===== config.mk =====
export PLATFORM = sky130hd
export DESIGN_NAME = nn_stream_wrapper
export DESIGN_NICKNAME = d
export VERILOG_FILES = /design/src/rtl/nn_stream_wrapper.sv
export SDC_FILE = /design/constraint.sdc
export NUM_CORES = 1
export LEC_CHECK = 0
export CORE_MARGIN = 1.5
export CORE_UTILIZATION = 31
export DETAILED_ROUTE_END_ITERATION = 10
export SYNTH_ARGS = -nofsm -noshare
export SYNTH_HDL_FRONTEND = slang
export SYNTH_SLANG_ARGS = --single-unit

===== constraint.sdc =====
create_clock -name clk -period 2.1 [get_ports clk]
set_clock_uncertainty 0.1 [all_clocks]
set_input_delay 0.315 -clock clk [delete_from_list [all_inputs] [get_ports clk]]
set_output_delay 0.315 -clock clk [all_outputs]
set_load 0.005 [all_outputs]

===== src/rtl/nn_stream_wrapper.sv =====
// ============================================================================
// Module   : nn_stream_wrapper
// Function : Frame I/O wrapper for a layer pipeline. It fills an input buffer
//            from a valid/ready stream, runs the core with req/ack, and drains
//            an output buffer as a stream with a last marker.
// Option   : NN_STREAM_RELU_EN - when defined, negative output words become 0.
// Revision : 1.0 - initial release
// ============================================================================
`default_nettype none

module nn_stream_wrapper #(
    parameter int DW    = 8,
    parameter int N_IN  = 2,
    parameter int N_OUT = 1,
    localparam int IAW  = (N_IN  > 1) ? $clog2(N_IN)  : 1,
    localparam int OAW  = (N_OUT > 1) ? $clog2(N_OUT) : 1
) (
    input  logic           clk,
    input  logic           rst,
    input  logic           in_valid,
    input  logic [DW-1:0]  in_data,
    output logic           in_ready,
    output logic           core_req,
    input  logic           core_ack,
    input  logic [IAW-1:0] core_raddr,
    output logic [DW-1:0]  core_rdata,
    input  logic           core_wen,
    input  logic [OAW-1:0] core_waddr,
    input  logic [DW-1:0]  core_wdata,
    output logic           out_valid,
    output logic [DW-1:0]  out_data,
    output logic           out_last,
    input  logic           out_ready,
    output logic           done
);

    typedef enum logic [1:0] {
        S_LOAD  = 2'd0,
        S_RUN   = 2'd1,
        S_DRAIN = 2'd2
    } state_t;

    localparam logic [IAW-1:0] c_ILAST = IAW'(N_IN - 1);
    localparam logic [OAW-1:0] c_OLAST = OAW'(N_OUT - 1);

    state_t         r_state;
    state_t         w_state_nxt;
    logic [IAW-1:0] r_icnt;
    logic [IAW-1:0] w_icnt_nxt;
    logic [OAW-1:0] r_ocnt;
    logic [OAW-1:0] w_ocnt_nxt;

    logic           r_in_ready;
    logic           r_core_req;
    logic           r_out_valid;
    logic           r_out_last;
    logic           r_done;
    logic           w_done_nxt;
    logic [DW-1:0]  r_core_rdata;

    logic [DW-1:0]  r_ibuf [0:N_IN-1];
    logic [DW-1:0]  r_obuf [0:N_OUT-1];

    logic           w_in_xfer;
    logic           w_out_xfer;
    logic           w_raddr_ok;
    logic           w_waddr_ok;
    logic [DW-1:0]  w_obuf_word;

    assign w_in_xfer  = in_valid & r_in_ready;
    assign w_out_xfer = r_out_valid & out_ready;
    assign w_raddr_ok = ({1'b0, core_raddr} < (IAW + 1)'(N_IN));
    assign w_waddr_ok = ({1'b0, core_waddr} < (OAW + 1)'(N_OUT));

    always_comb begin
        w_state_nxt = r_state;
        w_icnt_nxt  = r_icnt;
        w_ocnt_nxt  = r_ocnt;
        w_done_nxt  = 1'b0;
        case (r_state)
            S_LOAD: begin
                if (w_in_xfer) begin
                    if (r_icnt == c_ILAST) begin
                        w_icnt_nxt  = '0;
                        w_state_nxt = S_RUN;
                    end else begin
                        w_icnt_nxt  = r_icnt + IAW'(1);
                    end
                end
            end
            S_RUN: begin
                if (core_ack) begin
                    w_state_nxt = S_DRAIN;
                end
            end
            S_DRAIN: begin
                if (w_out_xfer) begin
                    if (r_ocnt == c_OLAST) begin
                        w_ocnt_nxt  = '0;
                        w_done_nxt  = 1'b1;
                        w_state_nxt = S_LOAD;
                    end else begin
                        w_ocnt_nxt  = r_ocnt + OAW'(1);
                    end
                end
            end
            default: begin
                w_state_nxt = S_LOAD;
            end
        endcase
    end

    // Handshake outputs are registered copies of the next state, so they
    // stay low during reset even though the state itself resets to LOAD.
    always_ff @(posedge clk or negedge rst) begin
        if (!rst) begin
            r_state     <= S_LOAD;
            r_icnt      <= '0;
            r_ocnt      <= '0;
            r_in_ready  <= 1'b0;
            r_core_req  <= 1'b0;
            r_out_valid <= 1'b0;
            r_out_last  <= 1'b0;
            r_done      <= 1'b0;
        end else begin
            r_state     <= w_state_nxt;
            r_icnt      <= w_icnt_nxt;
            r_ocnt      <= w_ocnt_nxt;
            r_in_ready  <= (w_state_nxt == S_LOAD);
            r_core_req  <= (w_state_nxt == S_RUN);
            r_out_valid <= (w_state_nxt == S_DRAIN);
            r_out_last  <= (w_state_nxt == S_DRAIN) && (w_ocnt_nxt == c_OLAST);
            r_done      <= w_done_nxt;
        end
    end

    always_ff @(posedge clk) begin
        if (w_in_xfer && (r_state == S_LOAD)) begin
            r_ibuf[r_icnt] <= in_data;
        end
    end

    always_ff @(posedge clk or negedge rst) begin
        if (!rst) begin
            r_core_rdata <= '0;
        end else begin
            r_core_rdata <= w_raddr_ok ? r_ibuf[core_raddr] : '0;
        end
    end

    // Unwritten entries deliberately keep the previous frame's results.
    always_ff @(posedge clk or negedge rst) begin
        if (!rst) begin
            for (int i = 0; i < N_OUT; i++) begin
                r_obuf[i] <= '0;
            end
        end else if ((r_state == S_RUN) && core_wen && w_waddr_ok) begin
            r_obuf[core_waddr] <= core_wdata;
        end
    end

    assign w_obuf_word = r_obuf[r_ocnt];

`ifdef NN_STREAM_RELU_EN
    assign out_data = w_obuf_word[DW-1] ? '0 : w_obuf_word;
`else
    assign out_data = w_obuf_word;
`endif

    assign in_ready   = r_in_ready;
    assign core_req   = r_core_req;
    assign core_rdata = r_core_rdata;
    assign out_valid  = r_out_valid;
    assign out_last   = r_out_last;
    assign done       = r_done;

endmodule

`default_nettype wire


==> results_dict.tcl <==
set metrics [dict create \
    synth_top_cell_by_area "sky130_fd_sc_hd__dfrtp_1" \
    final_antenna_net_count 0 \
    timing.critical_path.fanout_max 8 \
    crit_arrival_ps 1490 \
    max_clock_buf_depth 2 \
    final_core_density 0.470 \
    drive_gt1_frac 0.203 \
    met1Wirelength_um 1020 \
    max-slew-margin-rel 0.749 \
    synth-seq-cells 41 \
    stdcell_area_mm2 0.00209 \
    skew_pair_late_insertion_delay_ps 280 \
    cts.htree.levels 2 \
    met3WireLength_um 215 \
    average_cell_area_after_synthesis_um2 18.3 \
    synthToLayoutAreaGrowth_pct 42.6 \
    hpwl_um 1870 \
    crit_required_ps 1950 \
    die-area_mm2 0.00515 \
    cts_tree "yes" \
    grt_first_pass_wirelength_um 4360 \
    cts_hold_repair.buffers 0 \
    total_negative_slack_for_setup_checks_ps 0 \
    min_cycle_time_layout_ps 1640 \
    report.final.slew_viol_count 0 \
    synth_top_flop_cell "sky130_fd_sc_hd__dfrtp_1" \
    clock_sink_count 41 \
    failed_checks "DRC" \
    synth_area_leaders "sky130_fd_sc_hd__dfrtp_1 (43%), sky130_fd_sc_hd__edfxtp_1 (33%), sky130_fd_sc_hd__mux2_4 (8.2%)" \
    run_status "finished with violations" \
    drc 4 \
    io_pins 45 \
    number_of_drc_violations_after_detailed_routing_iteration_0 51 \
    ys_types 23 \
    yosys_warnings 0 \
    port_buffers 44 \
    syn_nets 104 \
    globalRoute.totalOverflow 0 \
    cts.repair_timing.setup_buffer_count 0 \
    die_h_um 71.8 \
    setup.worst_path.class "in2reg" \
    cts.root.buffer_cell "sky130_fd_sc_hd__clkbuf_8" \
    grtUsageTotal 0.116 \
    power_density_mw_per_mm2 1180 \
    placementRows 24 \
    vdd.ir_drop.worst_mv 0.350 \
    gp_congestion 0.717 \
    maxCapViolations 0 \
    syn_area_mm2 0.00147 \
    yosysTopAreaCellShare 0.427 \
    synth_most_common_cell "sky130_fd_sc_hd__dfrtp_1" \
    worstPathCellList "clkdlybuf4s50_1, nand2_1, nor3_1, and2_1" \
    detail_route.vias_per_cell 4.50 \
    grt_start_max_net_pins 26 \
    antenna_cells_inserted 0 \
    worstSetupStartpointType "primary input" \
    critical_path.reg2reg.endpoint "r_ibuf[1][3]$_DFFE_PP_" \
    end_kind "register" \
    worst_path_largest_cell_delay_ps 480 \
    initial_core_utilization 0.330 \
    crit_path_start "in_valid" \
    cts.reportedPaths.clkPinSlew_ps 70 \
    r2r_start "r_state[0]$_DFF_PN0_" \
    post_cts_resize_count 0 \
    synth_seq_area_share 0.755 \
    timing.hold.worst.class "in2async" \
    worst_r2r_path_cells 2 \
    drtPass1Iterations 9 \
    routed_wirelength_um 2590 \
    layout.filler_cells 395 \
    worst_hold_slack_ps 295 \
    postSynthCellCount 80 \
    placement.cell_area_mm2 0.00198 \
    cp_slowest_cell "sky130_fd_sc_hd__clkdlybuf4s50_1" \
    tritoncts.num_buffers 5 \
    setup_slack_reg_to_reg_ps 520 \
    timing.fmax_mhz 611 \
    final-setup-viol-count 0 \
    post_route_fraction_of_the_period_consumed_by_the_critical_path 0.779 \
    finalNetCount 156 \
    grt_setup_unrepaired "no" \
    final_hold_viol_count 0 \
    antenna_found_initial 0 \
    worst_slew_pin_tran_ps 376 \
    synth_enable_flop_cells 16 \
    vias 832 \
    standard_cell_core_area_mm2 0.00444 \
    yosys-top-cells-count "sky130_fd_sc_hd__dfrtp_1 (25), sky130_fd_sc_hd__edfxtp_1 (16), sky130_fd_sc_hd__mux2_2 (8), sky130_fd_sc_hd__mux2_4 (8)" \
    mean_routed_wirelength_per_cell_um 14.0 \
    leakagePower_nw 0.837 \
    dieWidth_um 71.8 \
    top_layer_used "met4" \
    grt_pass1_vias 910 \
    routed-wl-met2_um 1320 \
    synth_async_sr_flop_share 0.610 \
]
## cells by family after synthesis
logic type | share of synthesized area
compound gates | 0.0196
simple gates | 0.0623
buf+inv | 0.0137
flops | 0.755
xor+xnor | 0.00598
mux | 0.143
## how the worst max path moves through the flow
stage | end | slack [ps] | cells past startpoint
2_1_floorplan | r_ibuf[0][0]$_DFFE_PP_ | 260 | 1
3_3_place_gp | r_ibuf[1][5]$_DFFE_PP_ | 170 | 4
3_5_place_dp | r_ibuf[1][5]$_DFFE_PP_ | 130 | 4
4_1_cts | r_ibuf[1][3]$_DFFE_PP_ | 440 | 4
5_1_grt | r_ibuf[1][3]$_DFFE_PP_ | 350 | 4
6_report | r_ibuf[1][3]$_DFFE_PP_ | 460 | 4
## critical path: cells and delay by family
family | cells | cell delay [ps]
buffers and inverters | 1 | 480
and+or+nand+nor | 3 | 690
## state kept, by name, summed over array words and instances, names as in the netlist
| name | flops |
|---|---|
| core_rdata | 8 |
| core_req | 1 |
| done | 1 |
| in_ready | 1 |
| out_last | 1 |
| out_valid | 1 |
| r_ibuf | 16 |
| r_icnt | 1 |
| r_obuf | 8 |
| r_ocnt | 1 |
| r_state | 2 |
## per-layer routing
layer | GRT usage | vias up
met5 | 0 | -
met4 | 0.0566 | 0
met3 | 0.0534 | 2
met2 | 0.183 | 32
met1 | 0.133 | 406
li1 | - | 392
## per-stage QoR
stage               power [mW]  instances  worst slack (ps)
finish                    2.46        185               463
global route              2.61        185               354
floorplan                 1.48         80               265
CTS                       2.50        185               435
global placement          1.87        177               168
detailed placement        1.90        177               125
## placed cells by master (no fill, tap or decap), drive strengths merged, types with 2 or more instances in the layout
| master | netlist | layout |
|---|---|---|
| dfrtp | 25 | 25 |
| clkbuf | 0 | 6 |
| mux2 | 16 | 16 |
| and2 | 2 | 2 |
| a21oi | 2 | 2 |
| o21ai | 3 | 3 |
| clkdlybuf4s50 | 0 | 44 |
| buf | 2 | 3 |
| edfxtp | 16 | 16 |
| nand2 | 2 | 2 |
| nor3 | 2 | 2 |
## area by class of cell
cell class	instances	area [µm²]	share of cell area
sequential	41	1110	0.529
multi-input combinational	36	345	0.165
clock buffer	6	72.6	0.0347
inverter	1	3.75	0.00180
tap	52	65.1	0.0311
timing repair buffer	47	463	0.222
clock inverter	2	33.8	0.0162
## where the power goes
group | internal (mW) | switching, mW | leakage [nW]
combinational | 0.455 | 0.221 | 0.330
sequential | 1.07 | 0.121 | 0.454
clock | 0.351 | 0.244 | 0.0528
total | 1.88 | 0.586 | 0.837
No activity file was read; power rests on OpenSTA's default activity.
